`src/rtl/mmt_sync_pkg.sv`:
```
// Shared types and sizing helpers for the mmt_sync req/ack handshake blocks.
package mmt_sync_pkg;

    typedef enum logic [1:0] {
        IDLE   = 2'd0,
        REQ_HI = 2'd1,
        REQ_LO = 2'd2
    } req_tx_state_e;

    localparam int unsigned TMO_CYCLES_DEF = 256;
    localparam int unsigned TMO_CNT_W_DEF  = $clog2(TMO_CYCLES_DEF + 1);

    // A disabled timeout (0 cycles) still needs a one-bit counter to elaborate.
    function automatic int unsigned tmo_cnt_w(input int unsigned cycles);
        return (cycles == 0) ? 1 : $clog2(cycles + 1);
    endfunction

endpackage

```
`src/rtl/mmt_sync_single.sv`:
```
// Single-bit multi-flop synchroniser; the reset value is 1 only for the async-set variant.
module mmt_sync_single #(
    parameter int Depth      = 2,
    parameter bit AsyncReset = 1'b1,
    parameter bit AsyncSet   = 1'b0
) (
    input  logic clk,
    input  logic rstn,
    input  logic d,
    output logic q
);

    localparam logic [Depth-1:0] RstVal = {Depth{AsyncSet}};

    logic [Depth-1:0] stages;

    generate
        if (AsyncReset || AsyncSet) begin : g_async
            always_ff @(posedge clk or negedge rstn) begin
                if (!rstn) stages <= RstVal;
                else       stages <= {stages[Depth-2:0], d};
            end
        end else begin : g_sync
            always_ff @(posedge clk) begin
                if (!rstn) stages <= RstVal;
                else       stages <= {stages[Depth-2:0], d};
            end
        end
    endgenerate

    assign q = stages[Depth-1];

endmodule

```
`src/rtl/mmt_sync_req_tx.sv`:
```
// Source side of the 4-phase req/ack CDC handshake: buffers event pulses and
// runs one full req/ack cycle per event, with sticky overflow/timeout flags.
module mmt_sync_req_tx
    import mmt_sync_pkg::*;
#(
    parameter int Depth         = 2,
    parameter int CntW          = 4,
    parameter int TimeoutCycles = 256
) (
    input  logic            clk,
    input  logic            rstn,
    input  logic            evt_i,
    input  logic            ack_i,
    input  logic            clr_i,
    output logic            req_o,
    output logic            done_o,
    output logic            busy_o,
    output logic [CntW-1:0] pend_cnt_o,
    output logic            err_ovf_o,
    output logic            err_tmo_o
);

    localparam int              TmoW    = tmo_cnt_w(TimeoutCycles);
    localparam bit              TmoEn   = (TimeoutCycles != 0);
    localparam logic [TmoW-1:0] TmoMax  = TmoW'(TimeoutCycles);
    localparam logic [TmoW-1:0] TmoLast = TmoW'(TimeoutCycles - 1);
    localparam logic [CntW-1:0] CntMax  = '1;

    req_tx_state_e   state;
    req_tx_state_e   state_nxt;
    logic            ack_s;
    logic            launch;
    logic            waiting;
    logic            state_chg;
    logic            ovf_hit;
    logic            tmo_hit;
    logic [TmoW-1:0] tmo_cnt;

    mmt_sync_single #(
        .Depth      (Depth),
        .AsyncReset (1'b1),
        .AsyncSet   (1'b0)
    ) u_ack_sync (
        .clk  (clk),
        .rstn (rstn),
        .d    (ack_i),
        .q    (ack_s)
    );

    // A new request only starts once the destination has released its ack.
    always_comb begin
        state_nxt = state;
        launch    = 1'b0;
        case (state)
            IDLE: begin
                if ((pend_cnt_o != '0) && !ack_s) begin
                    state_nxt = REQ_HI;
                    launch    = 1'b1;
                end
            end
            REQ_HI:  if (ack_s)  state_nxt = REQ_LO;
            REQ_LO:  if (!ack_s) state_nxt = IDLE;
            default: state_nxt = IDLE;
        endcase
    end

    assign waiting   = (state != IDLE);
    assign state_chg = (state_nxt != state);
    assign ovf_hit   = evt_i && !launch && (pend_cnt_o == CntMax);
    assign tmo_hit   = TmoEn && waiting && !state_chg && (tmo_cnt == TmoLast);
    assign busy_o    = waiting || (pend_cnt_o != '0);

    // req_o is taken from the next state so it moves together with the state register.
    always_ff @(posedge clk or negedge rstn) begin
        if (!rstn) begin
            state  <= IDLE;
            req_o  <= 1'b0;
            done_o <= 1'b0;
        end else begin
            state  <= state_nxt;
            req_o  <= (state_nxt == REQ_HI);
            done_o <= (state == REQ_LO) && (state_nxt == IDLE);
        end
    end

    always_ff @(posedge clk or negedge rstn) begin
        if (!rstn) begin
            pend_cnt_o <= '0;
        end else if (evt_i && !launch && (pend_cnt_o != CntMax)) begin
            pend_cnt_o <= pend_cnt_o + CntW'(1);
        end else if (launch && !evt_i) begin
            pend_cnt_o <= pend_cnt_o - CntW'(1);
        end
    end

    always_ff @(posedge clk or negedge rstn) begin
        if (!rstn) begin
            tmo_cnt <= '0;
        end else if (state_chg) begin
            tmo_cnt <= '0;
        end else if (TmoEn && waiting && (tmo_cnt != TmoMax)) begin
            tmo_cnt <= tmo_cnt + TmoW'(1);
        end
    end

    // A fresh error in the same cycle as clr_i keeps the flag set.
    always_ff @(posedge clk or negedge rstn) begin
        if (!rstn) begin
            err_ovf_o <= 1'b0;
            err_tmo_o <= 1'b0;
        end else begin
            err_ovf_o <= ovf_hit || (err_ovf_o && !clr_i);
            err_tmo_o <= tmo_hit || (err_tmo_o && !clr_i);
        end
    end

endmodule

```
`config.mk`:
```
export PLATFORM = sky130hd
export DESIGN_NAME = mmt_sync_req_tx
export DESIGN_NICKNAME = d
export VERILOG_FILES = /design/src/rtl/mmt_sync_pkg.sv /design/src/rtl/mmt_sync_single.sv /design/src/rtl/mmt_sync_req_tx.sv
export SDC_FILE = /design/constraint.sdc
export NUM_CORES = 1
export LEC_CHECK = 0
export CAP_MARGIN = 20
export CORE_MARGIN = 2
export CORE_UTILIZATION = 44
export DETAILED_ROUTE_END_ITERATION = 7
export PLACE_DENSITY = 0.66
export SLEW_MARGIN = 20
export SYNTH_ARGS = -nofsm -noshare
export SYNTH_HDL_FRONTEND = slang
export SYNTH_SLANG_ARGS = --single-unit
```
`constraint.sdc`:
```
create_clock -name clk -period 2.8 [get_ports clk]
set_input_delay 0.56 -clock clk [delete_from_list [all_inputs] [get_ports clk]]
set_output_delay 0.56 -clock clk [all_outputs]
set_load 0.05 [all_outputs]
```
Word-level counts from Yosys, hierarchy flattened
Index checks and enable logic that the tools add are counted.
- add/subtract/negate cells: 3
- $mul: 0
- div/mod/pow operators: 0
- magnitude comparators: 0
- equal/unequal tests: 8
- shift operators: 0
- multiplexer cells: 10
- bitwise logic cells: 0
- reductions and logical operators: 25
- operators by type and width (operator ; number):
    $mux W9 ; 2
    $logic_and A1 B1 Y1 ; 11
    $add A9 B1 Y9 const B ; 1
    $eq A9 B8 Y1 const B ; 1
    $ne A9 B9 Y1 const B ; 1
    $mux W4 ; 2
    $mux W2 ; 3
    $pmux W2 S3 ; 1
    $reduce_bool A2 Y1 ; 3
    $logic_not A1 Y1 ; 5
    $add A4 B1 Y4 const B ; 1
    $eq A2 B1 Y1 const B ; 2
    $eq A4 B4 Y1 const B ; 1
    $logic_not A2 Y1 ; 2
    $ne A4 B4 Y1 const B ; 1
    $reduce_bool A4 Y1 ; 1
    $sub A4 B1 Y4 const B ; 1
    $logic_or A1 B1 Y1 ; 3
    $eq A2 B2 Y1 const B ; 1
    $mux W1 ; 2
    $ne A2 B2 Y1 ; 1
- flip-flop bits (word level): 21
- latch bits: 0
- bits in writable memories: 0
- memory bits (read-only): 0
- bits of input ports: 5
- output and inout bits: 9
- logic and storage cells: 54
- memories kept: 0

Depth between registers and ports, before layout
Gate-level depths: netlist (run 1).
- depth after elaboration: 9
- mapped depth: 8
- depth with buffers taken out: 7

Modules after synthesis
A second synthesis (run 1) with hierarchy kept.
- cell total of the unflattened synthesis: 100
- area, all modules: 1104.8 um^2
- by module, submodules not included (module ; instances ; cells each ; area an instance (um^2) ; sequential area each (um^2)):
    mmt_sync_req_tx ; 1 ; 98 ; 1054.8 ; 475.5
    mmt_sync_single ; 1 ; 2 ; 50.0 ; 50.0

Least setup slack after synthesis (run 1)
Ideal clock, no wire load.
- path kind: reg-to-reg
- start: register pend_cnt_o[3]
- end: register pend_cnt_o[3]
- library setup time: 83 ps
- data arrival time: 2430 ps
- data required time: 2717 ps
- path slack: 287 ps
- cell stages (with the launch flop): 8
- path buffers: 0
- clock period less this slack: 2513 ps
- cell sequence: dfrtp_1 > nor4_4 > o311ai_4 > ha_1 > a21o_1 > a21oi_1 > mux2i_4 > xor2_1
- longest elaborated chain between the ends: 8
- elaborated cells on any way between the ends: 14
- classes of those cells: add/sub: 2; eq/ne: 1; mux: 4; reduce/logical: 7
- RTL lines (item ; line ; source):
    start: declaration ; mmt_sync_req_tx.sv:18 ; output logic [CntW-1:0] pend_cnt_o,
    start signal: assignment ; mmt_sync_req_tx.sv:90 ; pend_cnt_o <= pend_cnt_o + CntW'(1);
    start signal: assignment ; mmt_sync_req_tx.sv:92 ; pend_cnt_o <= pend_cnt_o - CntW'(1);
    $reduce_bool A4 Y1 ; mmt_sync_req_tx.sv:56 ; if ((pend_cnt_o != '0) && !ack_s) begin
    $logic_and A1 B1 Y1 ; mmt_sync_req_tx.sv:56 ;
    $mux W1 ; mmt_sync_req_tx.sv:56 ;
    $mux W1 ; mmt_sync_req_tx.sv:54 ; case (state)
    $logic_not A1 Y1 ; mmt_sync_req_tx.sv:89 ; end else if (evt_i && !launch && (pend_cnt_o != CntMax)) begin
    $logic_and A1 B1 Y1 (2 in series) ; mmt_sync_req_tx.sv:89 ;
    $mux W4 or $reduce_bool A2 Y1 (tied branches) ; n/a ;
Several ways; a longest one is shown, not always the timed one. The select of a mux whose other input is x is not followed.
A chain may end at the register's enable or synchronous reset.

Worst setup path after layout (run 1)
- start: register pend_cnt_o[2]
- end: output port busy_o
- longest elaborated chain between the ends: 2
- RTL lines (item ; line ; source):
    $reduce_bool A4 Y1 ; mmt_sync_req_tx.sv:71 ; assign busy_o = waiting || (pend_cnt_o != '0);
    $logic_or A1 B1 Y1 ; mmt_sync_req_tx.sv:71 ;
    end: declaration ; mmt_sync_req_tx.sv:17 ; output logic busy_o,
Every way passes these cells.

==> summary by stage, run 1 <==
Route
The final wirelength is 2030 microns. The number of design-rule violations left by the first detailed-router iteration is 8. In the routed design, unresolved DRC markers number 0. The first TritonRoute pass finished after 6 iterations. The via-per-instance ratio is 5.37. After detailed routing, the average wire length per cell comes to 14.2 microns. The antenna violation net count after detailed routing is 0. The total number of vias is 768.

Floorplan
The height of the die is 54.1 microns. Once the floorplan was initialized, standard cells occupied ~45% of the core. The horizontal die dimension is 54.1 microns. The count of standard-cell rows is 18.

The die covers between 0.002 and 0.003 sq mm. After floorplanning, the core was sized to cover 0.00243 sq mm. The top-level I/O count is 14.

STA
For the final database, setup skew stands at 0.00348 ns. The number of hold violations in the final report is 0. For the pin with the worst max-slew slack, the measured transition is 0.521 ns. The number of setup violations in the final report is 0. The time the worst path needs with I/O delays and setup is 2.58 ns.

The worst path uses just over 90% of the clock period. The worst pin sits at a relative slew slack of 64.8%. In the final timing run, aggregate negative setup slack is 0 ns. Setup repair after global routing left no endpoint under its margin.

The maximum clock frequency is 0.388 GHz. The final number of max-transition violations is 0.

Synthesis
The leading register cell type out of synthesis is dfrtp_1. Synthesis inferred 21 register bits. Counting flops with a built-in enable in the synthesized netlist gives 0. In the synthesized netlist, the number of instances is 95.

The share of synthesized area occupied by flip-flops and latches is 47.6%. The synthesized netlist occupies a cell area of between 0.001 and 0.0015 sq mm. The count of cell types in the netlist is 37. After synthesis, the mean cell area works out to between 10 and 15 sq um. The Yosys warning count is 0. Synthesis produced a netlist with a net count of 106.

The post-synthesis async set-or-reset flop share is 100%.

Pwr
In this run, the clock network consumes 12.9% of the power. Combinational logic burns 47.1% of the power. Dividing total power by cell area gives a power density of 879 mW/mm^2. The register share of total power is 40.1%. The net switching share of the total power is 43.9%. The peak ir drop on the vdd network is 0.659 mV. In this run the power spent charging and discharging nets is 504 uW.

The leakage power is between 0.0005 and 0.0006 uW. The power consumption is 1150 uW. Cell internal power was estimated by the tool at 643 uW.

GRT
The via count of the first global-routing pass was 772. The largest net degree at the start of global routing is 22. In the global route stage, overall resource usage came out at 17.5%. The wire length of the first global-routing pass is 3500 microns. The initial antenna violation count is 0. The global route total overflow is 0.

Worst setup path
Among all stages on the critical path, the largest delay is contributed by clkdlybuf4s50_1. The delay of the slowest cell on the worst path is a little over 0.7 ns. The category of the critical setup timing path is register to primary output. The required arrival time at the worst endpoint is 2.24 ns. The data arrival at the endpoint of the critical path is roughly 2.0 ns. In this run the worst path has a maximum fanout of 5. The cell type group with the largest total delay on the critical path is buffers and inverters. The critical path goes through nor4_4 > nand2_1 > clkdlybuf4s50_1. The worst-case reg-to-reg path depth is 8.

Together, buffers and inverters on the worst path number 1. STA classifies the critical path endpoint as a primary output. The sort of element at the start of the critical path is a register. The critical path runs through a total of 3 cells.

Worst hold path
The class of the most critical hold timing path is register to register. The number of instances on the worst hold path is 0.

Clock network
In this run, CTS created clock tree buffers numbering 3. Clock-pin slew was measured on the worst setup and hold paths at 0.12 ns. Once the clock tree was built, the resizer swapped 0 gates to a different size. In this run the number of H-tree levels came out at 1. The worst-skew pair later-pin latency is 0.31 ns.

The count of hold buffers inserted by post-cts repair is 0. The clock passes through at most 2 buffers. The tree is rooted in a clkbuf_4. Buffers added to address setup during post-CTS repair amount to 0. The clock tree from TritonCTS is yes. The number of sinks handled by clock tree synthesis is 21.

Placement
The congestion estimate from routability-driven global placement came to 0.758. Detailed placement finished with a half-perimeter wire length of around 1500 microns. The post-placement cell area is roughly 0.0013 sq mm. The number of port buffers is 13.

Finish
Of the cells placed in the final design, the portion with a size suffix greater than 1 is 12.4%. The count of nets after finishing is ~130. The design area is between 0.001 and 0.0015 sq mm.

Relative to the synthesized area, the layout overhead comes to 18.4%. The number of inserted filler cells in the final layout is 216. The count of antenna diodes in the layout is 0.

Outcome
The flow ran to the end, and the final reports show no timing, DRC or antenna violations.

Run
Max-cap violations in this run came to 0.
==> flip-flops by register name, summed over array words and instances (netlist names) <==
| register | flops |
|---|---|
| done_o | 1 |
| err_ovf_o | 1 |
| err_tmo_o | 1 |
| pend_cnt_o | 4 |
| req_o | 1 |
| state | 2 |
| tmo_cnt | 9 |
| u_ack_sync.stages | 2 |
==> cell usage after synthesis, types with 2 or more instances <==
cell type | count | share of area, %
a211oi_1 | 2 | 1.4
a21oi_1 | 2 | 0.91
and4_1 | 2 | 1.6
dfrtp_1 | 21 | 48
ha_1 | 5 | 5.7
inv_1 | 6 | 2.0
mux2_1 | 2 | 2.0
mux2i_1 | 2 | 1.8
nand2_1 | 5 | 1.7
nand3_1 | 2 | 0.91
nand4_1 | 3 | 1.7
nor2_1 | 11 | 3.7
xor2_1 | 8 | 6.3
==> cell usage in the layout (no fill, tap or decap), types with 2 or more instances in the layout <==
cell,count
mux2_1,2
clkdlybuf4s50_1,13
nand4_1,3
dfrtp_1,21
nor2_1,11
a21oi_1,2
a211oi_1,2
nand2_1,5
xor2_1,8
mux2i_1,2
clkbuf_4,3
and4_1,2
inv_1,6
nand3_1,2
ha_1,5
buf_4,3
==> cell type report <==
cell class              instances  area (sq um)  share of cell area [%]
well taps                      30          37.5                    2.87
inverters                       6          22.5                    1.72
clock buffers                   3          22.5                    1.72
flip-flops and latches         21           526                    40.2
multi-input cells              66           541                    41.4
clock inverters                 1          5.00                   0.383
repair buffers                 16           153                    11.7
==> cell families after synthesis <==
family | count (synthesis) | share of synthesized area [%]
XOR/XNOR | 9 | 7.14
adder cells (fa/ha/maj) | 6 | 7.48
AO/OA/AOI/OAI | 14 | 11.2
multiplexers | 6 | 6.92
AND/OR/NAND/NOR | 31 | 16.2
buffers and inverters | 8 | 3.40
flip-flops | 21 | 47.6
==> through the flow <==
step	hold slack, ns	utilization (%)	setup slack [ns]	std cells
6_report	0.368	53.7	0.223	143
5_1_grt	0.393	53.7	0.127	143
4_1_cts	0.371	53.4	0.0447	142
3_5_place_dp	0.343	52.3	0.217	138
3_3_place_gp	0.333	52.3	0.294	138
2_1_floorplan	0.264	-	0.287	95
==> final timing paths <==
check	startpoint	end	slack, ns
min reg2reg	u_ack_sync.stages[0]	u_ack_sync.stages[1]	0.37
min in group asynchronous	rstn	err_tmo_o	0.57
min	u_ack_sync.stages[0]	u_ack_sync.stages[1]	0.37
max	pend_cnt_o[2]	busy_o	0.22
max reg2reg	pend_cnt_o[2]	pend_cnt_o[3]	0.28
max in group asynchronous	rstn	state[1]	2.01
==> power groups by stage <==
stage | sequential (uW) | combinational (uW) | clock, uW
2_1_floorplan | 576 | 279 | 0
3_3_place_gp | 462 | 526 | 0
3_5_place_dp | 468 | 537 | 0
4_1_cts | 461 | 540 | 158
5_1_grt | 474 | 592 | 173
6_report | 460 | 540 | 148
==> layer usage <==
layer	global-route usage (%)	share of wire [%]	vias up	wire length (microns)
met2	29.3	47	15	944
met1	20.8	47	378	943
met3	2.78	4.0	5	80
met5	0	0	-	0
met4	11.3	2.8	0	57
li1	-	-	370	-
(Power assumes the default switching activity.)
==> run 2: changes to the inputs <==
- PLACE_DENSITY: 0.66 -> 0.71
- TNS_END_PERCENT: unset -> 1
==> summary by stage, run 2 (synthesis gave the netlist of run 1 again) <==
Worst setup path
For flop-to-flop paths, the worst setup slack is 0.30 ns. The endpoint of the lowest-slack register-to-register path is pend_cnt_o[3]. The beginning of the worst register-to-register path is state[1]. The cell with the largest stage delay on the worst path is clkdlybuf4s50_1.

The critical path is of the register to primary output type. The sort of element at the start of the critical path is a register. The endpoint kind of the worst setup timing path is a primary output.

The number of logic stages on the critical path including buffering is 3. In this run the worst path has a maximum fanout of 7. The timing startpoint of the critical path is pend_cnt_o[3]. The most critical setup path has its endpoint at busy_o.

The delay of the slowest cell on the worst path is 0.72 ns. The buffers plus inverters on the worst setup path is 1. The data arrival at the endpoint of the critical path is 2.10 ns. The required arrival time at the worst endpoint is 2.24 ns. The worst-case reg-to-reg path depth is 7. The signal on the critical path passes through nor4_4 > nand2_1 > clkdlybuf4s50_1. The cell type group with the largest total delay on the critical path is buffers and inverters.

Clock network
After clock tree synthesis, the clock-pin slew on the worst setup and hold paths is 0.12 ns. The worst-skew pair later-pin latency is 0.30 ns. The total setup buffers inserted after CTS is 0. The root buffer cell is clkbuf_4.

CTS built an H-tree with a depth of 1. TritonCTS built the clock tree. The number of buffers created by CTS is 3. Post-CTS repair changed the size of 0 cells. The number of sinks handled by clock tree synthesis is 21. For this design, the CTS-stage hold fixing added 0 buffers. No sink is reached through more buffers than the 2 on the longest clock path.

Pwr
In this run the static leakage power is between 0.0005 and 0.0006 uW. Power spread over the standard cell area amounts to 878 mW/mm^2. Across the VDD grid, the largest voltage drop is 0.614 mV.

Finish
In the layout the commonest cells are 21 x dfrtp_1, 13 x clkdlybuf4s50_1, 11 x nor2_1. The register area is 526 sq um. Compared with the post-synthesis result, the final layout area differs by 16.9%. The largest registers in the layout are tmo_cnt: 9 flops, pend_cnt_o: 4 flops. More flip-flops sit in one register than any other, and that register is tmo_cnt. After filler insertion, the fill cell instance count of the layout stands at 214.

The library cell used most frequently in the layout, excluding fill and tap cells, is dfrtp_1. The total area of multi-input combinational cells is between 500 and 600 sq um. The register with the most flip-flops in the layout has 9 of them. Of the cells placed in the final design, the portion with a size suffix greater than 1 is about a tenth. The count of antenna diodes in the layout is 0.

The count of nets after finishing is 123.

GRT
For met2 alone, demand over resource in global routing was 26.2%. The global-route usage over all layers is 15.8%. The via count of the first global-routing pass is 716. The wire length of the first global-routing pass is 3290 microns. The initial antenna violation count is 0. The layer with the highest usage is met2. The fraction of met3 tracks used by global routing is 2.50%. The largest net degree at the start of global routing is 22. The met1 track demand over resource in global routing is 21.0%. Global routing finished with a remaining overflow of 0.

Route
Once detail routing completed, the nets flagged for antenna violations numbered 0. The post-route DRC violation count is 0. The final wirelength is about 1800 microns. The via-per-instance ratio is 5.28. The first routing iteration left 11 violations. The total iterations of the first detailed-routing run is 4. The total number of vias is 744. The final routed wire length divided by cell count is 12.9 microns.

Outcome
The flow ran to the end, and the final reports show no timing, DRC or antenna violations.

STA
Based on the critical path, the design can be clocked at up to 0.376 GHz. Setup violations remaining at the end of the flow were counted as 0. Across the routed clock network, the largest skew measured is around 0.0050 ns. At the pin with the least slew margin, the transition time is 0.532 ns. The worst path uses around 95% of the clock period. The final number of max-transition violations came to 0.

Setup repair after global routing left no endpoint under its margin. The number of hold violations in the final report is 0. The relative slew slack is 64.1%. After layout, the worst setup slack is between 0.1 and 0.15 ns. The time the worst path needs with I/O delays and setup is 2.66 ns. Adding up every negative setup slack in the final design gives 0 ns.

Floorplan
The count of standard-cell rows is 18. Once the floorplan was initialized, standard cells occupied 45.4% of the core. The total area inside the core boundary comes to around 0.0024 sq mm.

The height of the die is 54.1 microns. In this run the horizontal extent of the chip is 54.1 microns. The die covers 0.00292 sq mm. The top-level I/O count is 14.

Placement
Buffers placed on the I/O ports in this run total 13. The routability congestion estimate is 0.794. The wire-length estimate of the detail-placed layout is 1340 microns. The post-placement setup slack is 0.233 ns.

Run
The count of max-cap constraint violations is 0.

Worst hold path
The tightest min-delay check is of the register to register type.
==> run 2: layout make-up <==
class | instances | share of cell area [%]
clock buffer | 4 | 2.04
inverter | 6 | 1.75
multi-input combinational | 66 | 41.9
sequential | 21 | 40.7
tap | 30 | 2.91
timing repair buffer | 14 | 10.7
==> run 2: per-layer routing <==
| metal | wire length, microns | vias up |
|---|---|---|
| met1 | 876 | 364 |
| li1 | - | 370 |
| met3 | 69 | 0 |
| met5 | 0 | - |
| met2 | 879 | 10 |
| met4 | 0 | 0 |
==> run 2: worst min-delay path by stage <==
stage,startpoint,endpoint,depth (start not counted),slack [ns]
finish,u_ack_sync.stages[0],u_ack_sync.stages[1],0,0.37
global route,u_ack_sync.stages[0],u_ack_sync.stages[1],0,0.38
CTS,u_ack_sync.stages[0],u_ack_sync.stages[1],0,0.37
detailed placement,u_ack_sync.stages[0],u_ack_sync.stages[1],0,0.34
global placement,u_ack_sync.stages[0],u_ack_sync.stages[1],0,0.33
floorplan,rstn,done_o,0,0.26
==> run 2: where the power goes <==
part	internal, uW	switching, uW
clock	55.4	88.2
sequential	364	95.4
combinational	221	308
==> run 2: metrics by stage <==
step / total power, uW / hold slack (ns) / util, % / area [sq um] / std cells
detailed placement: 1000 / 0.343 / 52.0 / 1260 / 137
global route: 1220 / 0.377 / 53.0 / 1290 / 141
global placement: 985 / 0.334 / 52.0 / 1260 / 137
floorplan: 855 / 0.264 / - / 1100 / 95
finish: 1130 / 0.370 / 53.0 / 1290 / 141
CTS: 1150 / 0.371 / 53.0 / 1290 / 141
==> run 3: changes to the inputs <==
- CORE_UTILIZATION: 44 -> 45
- PLACE_DENSITY: 0.71 -> unset
- PLACE_DENSITY_LB_ADDON: unset -> 0.12
==> summary by stage, run 3 (synthesis gave the netlist of run 1 again) <==
Finish
The largest registers in the layout are tmo_cnt: 9 flops, pend_cnt_o: 4 flops. The count of nets after finishing is roughly 130. The ratio of cells with drive above 1 in the final layout is between 10% and 20%.

The repair_antennas step left the layout with diodes totalling 0. For this run, the number of standard cells in the final layout without fillers is about 140. The most common cell after layout, fill and taps aside is dfrtp_1. The finished cells cover roughly 0.0013 sq mm.

The area growth from synthesis to layout is 18.8%. The register with the most flip-flops in the layout has 9 of them. Leaving out fill and tap cells, the most frequent cells in the layout are 21 x dfrtp_1, 13 x clkdlybuf4s50_1, 11 x nor2_1. Ranked by flip-flop count, first place goes to tmo_cnt.

GRT
Global routing used 16.3% of the available tracks across all layers. The wire length of the first global-routing pass is 3350 microns. The initial antenna violation count is 0. The via count of the first global-routing pass is roughly 730. Summed over all layers, the global routing overflow is 0.

The largest net degree at the start of global routing is 22.

Floorplan
The initial standard-cell utilization of the core is 48.5%. The floorplan has 17 rows. The floorplan step defined a core boundary enclosing 0.00228 sq mm.

From left edge to right edge, the die measures 53.5 microns. The height of the die is 53.5 microns. The top-level I/O count is 14.

The total die area is 0.00286 sq mm.

Pwr
IR analysis of the VDD net gives a maximum drop of 0.479 mV. The analysis attributes to cell leakage a power of about 0.00057 uW. Dividing total power by cell area gives a power density of 872 mW/mm^2.

Worst setup path
The worst setup path is of the register to primary output kind. The data arrival at the endpoint of the critical path is 2.10 ns. In this run the critical register-to-register path is launched from state[1]. The timing startpoint of the critical path is pend_cnt_o[3].

The endpoint kind of the worst setup timing path is a primary output. Data on the critical path is required at its endpoint by 2.24 ns. The sort of element at the start of the critical path is a register.

For this run, the slowest stage of the critical path takes ~0.70 ns. The slowest stage of the critical path is the clkdlybuf4s50_1 cell. Traced cell by cell, the critical path runs through nor4_4 > buf_4 > nand2_1 > clkdlybuf4s50_1. Of all nets on the critical path, the largest fanout is 6.

Clock network
The total of cells resized after clock tree synthesis is 0. The clock passes through at most 2 buffers. The maximum level of the CTS H-tree is 1. After clock tree synthesis, the clock-pin slew on the worst setup and hold paths is 0.12 ns. In this run, post-CTS hold repair placed 0 buffers. Clock tree synthesis selected as its root buffer the cell clkbuf_4.

After clock tree synthesis, the setup repair step added 0 buffers. Clock tree synthesis inserted a total of 3 buffers. The clock tree from TritonCTS is yes. CTS saw 21 sinks. At the later pin of the worst-skew pair, clock insertion delay measures 0.30 ns.

STA
The time the worst path needs with I/O delays and setup is 2.66 ns. The ratio of final minimum period to clock period is 95.0%. The final number of max-transition violations is 0. The worst clock skew is around 0.00093 ns. The number of hold violations in the final report is 0. The worst hold margin is 0.360 ns.

Timing would allow up to 0.376 GHz. The slew at the pin closest to its max-slew limit is 0.493 ns. Setup repair after global routing left no endpoint under its margin. Setup violations remaining at the end of the flow were counted as 0. The relative slew slack is 66.7%.

Setup total negative slack on the finished layout was measured at 0 ns.

Worst hold path
In this run the worst hold path is classified as register to register. The worst hold path begins at u_ack_sync.stages[0].

Route
The detailed router finished its first iteration with 19 violations. The total iterations of the first detailed-routing run is 4. The final routed wire length divided by cell count is approximately 13 microns.

The via-per-instance ratio is 5.31. The antenna violation net count after detailed routing is 0. In the routed design, unresolved DRC markers number 0. The final wirelength is ~1800 microns. The routed layout has approximately 750 vias.

Placement
Once placement finished, the instance area stood at 0.00128 sq mm. The post-placement cell count is 138. The count of buffers added on input and output ports is 13. The routability congestion estimate is 0.813.

Detailed placement finished with a half-perimeter wire length of 1350 microns.

Run
Max-cap violations in this run came to 0.

Outcome
The flow ran to the end, and the final reports show no timing, DRC or antenna violations.
## run 3: cell types whose count changed in the layout (fill, tap and decap cells not counted)
cell and delta:
buf_4 +3, clkinv_2 +1, clkbuf_1 -1
## run 3: stage by stage
step                util (%)  worst slack, ns  power (uW)
floorplan                  -            0.287         855
global placement        56.4            0.296         998
detailed placement      56.4            0.248        1020
CTS                     57.6            0.123        1160
global route            57.6           0.0128        1240
finish                  57.6            0.140        1140
## run 3: path summary, 6_finish.rpt
| kind | to | slack (ns) | cells past startpoint |
|---|---|---|---|
| worst max-delay path | busy_o | 0.14 | 4 |
| worst min-delay path | u_ack_sync.stages[1] | 0.36 | 0 |
| worst max register to register | pend_cnt_o[3] | 0.33 | 7 |
| worst min register to register | u_ack_sync.stages[1] | 0.36 | 0 |
| max in group asynchronous | done_o | 2.00 | 2 |
| min in group asynchronous | err_tmo_o | 0.58 | 2 |
## run 3: final cells by class
| class | instances | area (sq um) |
|---|---|---|
| Clock buffer | 3 | 22.5 |
| Multi-Input combinational cell | 66 | 541 |
| Timing Repair Buffer | 17 | 160 |
| Sequential cell | 21 | 526 |
| Inverter | 6 | 22.5 |
| Clock inverter | 1 | 5.00 |
| Fill cell | 193 | 965 |
| Tap cell | 28 | 35.0 |
## run 3: metal layers
layer  GRT usage, %  vias up  wire length, microns
met1           22.1      361                   845
met5              0        -                     0
li1               -      374                     -
met2           25.3       17                   837
met4           6.41        0                    14
met3           3.67        2                    81
## run 3: report_power, final
part | switching (uW) | internal, uW | total, uW
clock | 90.5 | 53.2 | 144
combinational | 312 | 230 | 543
sequential | 93.0 | 364 | 457
## run 3: critical path, delay by kind of cell, from the launching register on
kind / cells / cell delay [ns]
simple gates: 2 / 0.43
buf+inv: 2 / 0.90
flops: 1 / 0.47
